==> src/rtl/serial_to_parallel_framed.sv <==
// Framed serial-to-parallel assembler: LANES bits per beat into WIDTH-bit words
// behind a VALID/READY holding register. Optional parity check via S2P_PARITY_EN.
module serial_to_parallel_framed #(
    parameter int WIDTH     = 8,
    parameter int LANES     = 1,
    parameter int MSB_FIRST = 1
) (
    input  logic             CLK,
    input  logic             RST_N,
    input  logic [LANES-1:0] DATA_IN,
    input  logic             EN,
    input  logic             START,
    output logic [WIDTH-1:0] DATA,
    output logic             VALID,
    input  logic             READY,
    output logic             BUSY,
    output logic             OVERRUN,
`ifdef S2P_PARITY_EN
    input  logic             PARITY_IN,
    output logic             PARITY_ERR,
`endif
    input  logic             CLR_OVERRUN
);

    localparam int BEATS = WIDTH / LANES;
    localparam int CNT_W = (BEATS > 1) ? $clog2(BEATS) : 1;
    localparam logic [CNT_W-1:0] CNT_LAST = CNT_W'(BEATS - 1);
    localparam logic [CNT_W-1:0] CNT_ZERO = {CNT_W{1'b0}};
    localparam logic [CNT_W-1:0] CNT_ONE  = CNT_W'(1);

`ifdef S2P_PARITY_EN
    // Even parity expected over word plus parity bit; 1 flags an error.
    function automatic logic even_par_err(input logic [WIDTH-1:0] w, input logic p);
        return (^w) ^ p;
    endfunction
`endif

    logic [WIDTH-1:0] sr_q, sr_d;
    logic [CNT_W-1:0] cnt_q, cnt_d;
    logic [WIDTH-1:0] data_q, data_d;
    logic             valid_q, valid_d;
    logic             overrun_q, overrun_d;
    logic [WIDTH-1:0] sr_base_s;
    logic [CNT_W-1:0] cnt_base_s;
    logic [WIDTH-1:0] shifted_s;
    logic             complete_s;
    logic             accept_s;
    logic             drop_s;
`ifdef S2P_PARITY_EN
    logic             perr_q, perr_d;
`endif

    // Shift/count next state; START zeroes the partial word before this beat lands.
    always_comb begin
        sr_base_s  = sr_q;
        cnt_base_s = cnt_q;
        shifted_s  = sr_q;
        complete_s = 1'b0;
        sr_d       = sr_q;
        cnt_d      = cnt_q;
        if (START) begin
            sr_base_s  = {WIDTH{1'b0}};
            cnt_base_s = CNT_ZERO;
        end else begin
            sr_base_s  = sr_q;
            cnt_base_s = cnt_q;
        end
        // Whole-vector shifts also cover LANES == WIDTH (shift-out yields zero).
        if (MSB_FIRST != 0) begin
            shifted_s = (sr_base_s << LANES) | WIDTH'(DATA_IN);
        end else begin
            shifted_s = (sr_base_s >> LANES) | (WIDTH'(DATA_IN) << (WIDTH - LANES));
        end
        if (EN) begin
            sr_d = shifted_s;
            if (cnt_base_s == CNT_LAST) begin
                complete_s = 1'b1;
                cnt_d      = CNT_ZERO;
            end else begin
                complete_s = 1'b0;
                cnt_d      = cnt_base_s + CNT_ONE;
            end
        end else if (START) begin
            sr_d  = {WIDTH{1'b0}};
            cnt_d = CNT_ZERO;
        end else begin
            sr_d  = sr_q;
            cnt_d = cnt_q;
        end
    end

    // Holding register, handshake and sticky overrun next state.
    always_comb begin
        accept_s  = complete_s & (~valid_q | READY);
        drop_s    = complete_s & valid_q & ~READY;
        data_d    = data_q;
        valid_d   = valid_q;
        overrun_d = overrun_q;
`ifdef S2P_PARITY_EN
        perr_d    = perr_q;
`endif
        if (accept_s) begin
            data_d  = shifted_s;
            valid_d = 1'b1;
`ifdef S2P_PARITY_EN
            perr_d  = even_par_err(shifted_s, PARITY_IN);
`endif
        end else if (valid_q && READY) begin
            valid_d = 1'b0;
        end else begin
            valid_d = valid_q;
        end
        if (drop_s) begin
            overrun_d = 1'b1;
        end else if (CLR_OVERRUN) begin
            overrun_d = 1'b0;
        end else begin
            overrun_d = overrun_q;
        end
    end

    // State registers with asynchronous active-low reset.
    always_ff @(posedge CLK or negedge RST_N) begin
        if (!RST_N) begin
            sr_q      <= {WIDTH{1'b0}};
            cnt_q     <= CNT_ZERO;
            data_q    <= {WIDTH{1'b0}};
            valid_q   <= 1'b0;
            overrun_q <= 1'b0;
`ifdef S2P_PARITY_EN
            perr_q    <= 1'b0;
`endif
        end else begin
            sr_q      <= sr_d;
            cnt_q     <= cnt_d;
            data_q    <= data_d;
            valid_q   <= valid_d;
            overrun_q <= overrun_d;
`ifdef S2P_PARITY_EN
            perr_q    <= perr_d;
`endif
        end
    end

    assign DATA    = data_q;
    assign VALID   = valid_q;
    assign OVERRUN = overrun_q;
    assign BUSY    = (cnt_q != CNT_ZERO);
`ifdef S2P_PARITY_EN
    assign PARITY_ERR = perr_q;
`endif

endmodule

==> config.mk <==
export PLATFORM = sky130hd
export DESIGN_NAME = serial_to_parallel_framed
export DESIGN_NICKNAME = d
export VERILOG_FILES = /design/src/rtl/serial_to_parallel_framed.sv
export SDC_FILE = /design/constraint.sdc
export NUM_CORES = 1
export LEC_CHECK = 0
export CORE_MARGIN = 8
export CORE_UTILIZATION = 53
export CTS_CLUSTER_SIZE = 24
export DETAILED_ROUTE_END_ITERATION = 7
export HOLD_SLACK_MARGIN = 0.1
export PLACE_DENSITY_LB_ADDON = 0.1
export SYNTH_ARGS = -nofsm -noshare
export SYNTH_HDL_FRONTEND = slang
export SYNTH_SLANG_ARGS = --single-unit
==> constraint.sdc <==
create_clock -name CLK -period 3.3 [get_ports CLK]
set_input_delay 0.825 -clock CLK [delete_from_list [all_inputs] [get_ports CLK]]
set_output_delay 0.825 -clock CLK [all_outputs]
set_load 0.02 [all_outputs]
==> key figures, run 1 <==
Place
  • Area after DPL: 1090 µm²
  • Port Buf Inserts: 17
  • Hpwl dp: 1080 µm
  • Placer Congestion: 0.699

Global routing
  • Vias in the first global route: 497
  • Global route total overflow: 0
  • Total global-route track usage: 0.0973
  • First-pass GRT wire length: 2370 µm
  • Largest net degree at the start of global routing: 21
  • Initial antenna violation count: 0

Route
  • Drt initial violations: 7
  • Final wirelength: 1390 µm
  • DRC: 0
  • Via count: 507
  • Avg WL per Cell: 13.4 µm
  • DRT antenna net count: 0
  • Vias per Instance: 4.88
  • Drt first pass iters: 3

Synthesis
  • Area leader, netlist: dfrtp_1
  • FF+latch count, synth: 20
  • Mapped Area: 907 µm²
  • Async S/R FF share, synth: 1.00
  • Top cells by count, synth: 20 x dfrtp_1, 9 x nor2b_1, 7 x mux2_4, 7 x mux2i_1, 6 x nor2_1
  • Syn avg cell area: 13.3 µm²
  • Mapped Nets: 77
  • Ys Warns: 0
  • Syn Inst Count: 68
  • Top FF cell, synth: dfrtp_1
  • Top cell type's share of synthesized area: 0.552
  • Most common cell in the netlist: dfrtp_1
  • Ranking of synthesized cells by area: dfrtp_1 55%, mux2_4 12%, mux2i_1 7.7%
  • Sequential share of the synthesized area: 0.552
  • EDFF count, synth: 0
  • Netlist cell types: 20

CTS
  • Clock slew at reported path FFs: 100 ps
  • Setup bufs post-CTS: 0
  • Clock Latency Late Sink: 290 ps
  • CTS tree: done
  • CTS Hold Buffers Added: 0
  • Num CTS Buffers: 3
  • Clk root buf: clkbuf_4
  • Clk buf depth: 2
  • H-tree levels: 1
  • # clock sinks: 20
  • Post-CTS Resized: 0

Timing
  • Worst Tran Pin Value: 843 ps
  • Final period util: 0.725
  • Setup Total Neg Slack: 0 ps
  • RSZ-0062 raised after global routing: no
  • Clock Skews: 0.508 ps
  • Max Clk Rate: 418 MHz
  • Slew margin rel.: 0.436
  • Min Tclk post-route: 2390 ps
  • Number of setup violations in the final report: 0
  • Final Hold Vio Count: 0
  • Max Transition Viols Final: 0

Pwr
  • Power Density: 366 nW/µm²
  • Worst vdd ir: 0.270 mV
  • Leakage: 0.546 nW
  • Total Power: 0.407 mW

Setup path
  • Arrival time at the worst endpoint: 1570 ps
  • Worst-case reg-to-reg path depth: 6
  • Slowest cell on the critical path: clkdlybuf4s50_1
  • Critical path's largest stage delay: 540 ps
  • Crit Path Max Fanout: 2
  • Buf+Inv Stages, Crit Path: 1
  • Worst setup path start: cnt_q[1]
  • Critical path startpoint category: flip-flop
  • Worst EP required: 2470 ps
  • Crit path max-delay family: buffers and inverters
  • Worst path depth: 2
  • CP Capture Type: output port
  • Worst path cell trace: or3_1 -> clkdlybuf4s50_1
  • FF-to-FF setup slack: 1610 ps
  • Worst reg2reg endpoint: DATA[7]
  • Worst r2r src: cnt_q[0]
  • Crit path kind: flip-flop to output port

Floorplanning
  • DIE HEIGHT: 57.4 µm
  • Die W: 57.4 µm
  • Core Region: 1670 µm²
  • Row Count: 15
  • I/O pin cnt: 18
  • Initial Util: 0.543
  • DIE AREA: 3290 µm²

Hold path
  • Worst Hold Path Cells: 2
  • Beginning of the worst hold path: sr_q[6]
  • Worst hold path class: flip-flop to flip-flop
  • WHS Endpoint: sr_q[6]

Final layout
  • Fin area: 1110 µm²
  • Ratio of cells with drive above 1 in the final layout: 0.195
  • Layout Nets: 98
  • Synth-to-layout area growth: 22.6%
  • Antenna Cells: 0

Flow run
  • Maxcap violations: 0

Outcome
  • Outcome: finished, final reports clean
-- final cells by class --
class                           count  area, µm²
Fill cell                         133        558
Sequential cell                    20        500
Multi-Input combinational cell     43        375
Timing Repair Buffer               19        185
Clock buffer                        3       22.5
Tap cell                           17       21.3
Inverter                            2       7.51
-- cell usage in the layout (no fill, tap or decap), drive strengths merged, types with 3 or more instances in the layout --
master         instances
mux2                   9
clkbuf                 3
nor2b                 10
clkdlybuf4s50         17
nor2                   6
mux2i                  7
nand2                  3
dfrtp                 20
-- registers in the layout, indices dropped and copies added, names as in the netlist --
name,cells
DATA,8
sr_q,7
OVERRUN,1
VALID,1
cnt_q,3
-- routing by layer --
layer,up-vias,wire [µm],track usage
met2,8,656,0.141
met3,2,74,0.0426
li1,263,-,-
met4,0,9,0.0750
met1,234,651,0.109
met5,-,0,0
-- metrics by stage --
stage / cells / setup slack, ps / utilization / hold slack [ps]
floorplan: 68 / 1110 / - / 478
global placement: 101 / 693 / 0.652 / 495
detailed placement: 101 / 646 / 0.652 / 502
CTS: 104 / 875 / 0.666 / 529
finish: 104 / 906 / 0.666 / 524
global route: 104 / 838 / 0.666 / 542
-- logic make-up (layout without fill, tap and decap cells) --
logic type,after synthesis,in the layout,share of synthesized area
and+or+nand+nor,22,22,0.146
muxes,16,16,0.218
buffers and inverters,5,24,0.0345
xor gates and xnor gates,1,1,0.00966
AOI/OAI and AO/OA,2,2,0.0124
DFF,20,20,0.552
adders and majority gates,2,2,0.0276
-- report_power, final --
part / total, mW / internal [mW] / switching, mW
combinational: 0.0442 / 0.0230 / 0.0212
sequential: 0.255 / 0.251 / 0.00326
clock: 0.108 / 0.0425 / 0.0658
-- worst reg2reg max path, stage by stage (launching register included) --
cell,delay [ps]
dfrtp_1,350
nor2b_1,200
ha_1,170
ha_1,150
nand2_2,80
nor2b_4,300
mux2_4,330
-- worst max-delay path by stage --
stage / end / slack [ps]
floorplan: DATA[0] / 1110
global placement: DATA[4] / 690
detailed placement: DATA[7] / 650
CTS: BUSY / 880
global route: BUSY / 840
finish: BUSY / 910
(Power assumes the default switching activity.)
==> inputs of run 2 (changes only) <==
CORE_UTILIZATION = 44   (was 53)
clock period = 2.1 ns   (was 3.3 ns; I/O delays follow)
==> key figures, run 2 (synthesized netlist as in run 1, its figures left out) <==
Floorplanning
  • DIE AREA: 3770 µm²
  • Die W: 61.4 µm
  • DIE HEIGHT: 61.4 µm
  • Row Count: 16
  • Initial Util: 0.462
  • Core Region: 1960 µm²
  • I/O pin cnt: 18

Final layout
  • Commonest non-fill, non-tap cell in the layout: dfrtp_1
  • Antenna Cells: 0
  • Synth-to-layout area growth: 30.9%
  • Layout fillers: 181
  • Most frequent cells in the layout: 20 x dfrtp_1, 16 x clkdlybuf4s50_1, 9 x nor2b_1
  • Largest register FFs: 8
  • Final cell count without fillers: 120
  • Layout Nets: 103
  • Ratio of cells with drive above 1 in the final layout: 0.247

Pwr
  • Switching share of power: 0.214
  • Leakage: 0.581 nW
  • Share of power burned in combinational logic: 0.109
  • Seq pwr share: 0.582
  • Worst vdd ir: 0.395 mV
  • Internal power: 0.540 mW
  • Clock Power Share: 0.309
  • Power Density: 578 nW/µm²
  • Sw power: 0.147 mW

Timing
  • Min Tclk post-route: 1940 ps
  • Clock Skews: 5.65 ps
  • Setup WS post-layout: 160 ps
  • Max Transition Viols Final: 0
  • Final period util: 0.924
  • Worst Tran Pin Value: 261 ps
  • Number of setup violations in the final report: 0
  • Max Clk Rate: 515 MHz
  • Final Hold Vio Count: 0
  • RSZ-0062 raised after global routing: no
  • Slew margin rel.: 0.826

Route
  • DRT antenna net count: 0
  • Final wirelength: 1580 µm
  • Drt initial violations: 0
  • Via count: 546
  • Vias per Instance: 4.55
  • DRC: 0
  • Avg WL per Cell: 13.2 µm
  • Drt first pass iters: 1

Setup path
  • CP Capture Type: flip-flop
  • Crit Path Max Fanout: 8
  • Worst-case reg-to-reg path depth: 7
  • Crit path kind: primary input to flip-flop
  • Arrival time at the worst endpoint: 2120 ps
  • Worst EP required: 2280 ps
  • Critical path startpoint category: primary input

CTS
  • Clk root buf: clkbuf_4
  • Num CTS Buffers: 3
  • Clk buf depth: 2
  • Setup bufs post-CTS: 0
  • Clock Latency Late Sink: 290 ps
  • Clock slew at reported path FFs: 110 ps
  • # clock sinks: 20
  • CTS tree: done
  • H-tree levels: 1

Hold path
  • Worst Hold Path Cells: 1
  • Worst hold path class: flip-flop to flip-flop

Place
  • Pre-CTS WS: -159 ps
  • Placed insts: 116
  • Placer Congestion: 0.750
  • Port Buf Inserts: 17

Flow run
  • Maxcap violations: 0

Global routing
  • Vias in the first global route: 584
  • Initial antenna violation count: 0
  • Total global-route track usage: 0.101
  • Global route total overflow: 0
  • First-pass GRT wire length: 2860 µm
  • Largest net degree at the start of global routing: 21

Outcome
  • Outcome: finished, final reports clean
==> run 2: per-stage QoR <==
stage / area, µm² / setup TNS [ps] / util / hold WS (ps) / power [mW]
2_1_floorplan: 907 / 0 / - / 229 / 0.442
3_3_place_gp: 1150 / -1000 / 0.587 / 495 / 0.485
3_5_place_dp: 1150 / -1070 / 0.587 / 507 / 0.486
4_1_cts: 1190 / 0 / 0.605 / 534 / 0.700
5_1_grt: 1190 / 0 / 0.605 / 546 / 0.733
6_report: 1190 / 0 / 0.605 / 527 / 0.687
==> run 2: layout make-up <==
cell class,instances,area (µm²),share of cell area
clock buffer,4,36.3,0.0306
sequential,20,500,0.421
multi-input combinational,43,375,0.316
timing repair buffer,24,234,0.197
inverter,2,7.51,0.00632
tap,27,33.8,0.0285
==> run 2: power by group through the flow <==
stage / Combinational (mW) / Sequential [mW] / Clock, mW
6_report: 0.0746 / 0.400 / 0.212
5_1_grt: 0.0834 / 0.402 / 0.248
4_1_cts: 0.0754 / 0.400 / 0.225
3_5_place_dp: 0.0781 / 0.408 / 0
3_3_place_gp: 0.0774 / 0.407 / 0
2_1_floorplan: 0.0354 / 0.407 / 0
==> run 2: path summary, 6_finish.rpt <==
check | from | end | slack [ps]
max in group asynchronous | RST_N | cnt_q[2] | 1320
worst min-delay path | DATA[0] | DATA[0] | 530
min in group asynchronous | RST_N | DATA[6] | 570
worst min register to register | DATA[0] | DATA[0] | 530
worst max register to register | cnt_q[1] | DATA[2] | 510
worst max-delay path | START | DATA[2] | 160
==> run 2: what timing repair did <==
| action | CTS | global route |
|---|---|---|
| resized for setup | 1 | 0 |
| setup endpoints to repair | 1 | 0 |
| hold buffers | 0 | 0 |
==> run 2: metal layers <==
metal	up-vias	global-route usage	wire length, µm
li1	276	-	-
met1	261	0.137	756
met2	7	0.149	747
met3	2	0.0334	66
met4	0	0.0292	10
met5	-	0	0
==> run 2: critical path, stage by stage <==
cell and delay (ps):
clkdlybuf4s50_1 460, nor2b_1 180, ha_1 170, ha_1 150
nand2_2 70, nor2b_4 140, buf_12 140, mux2_4 300
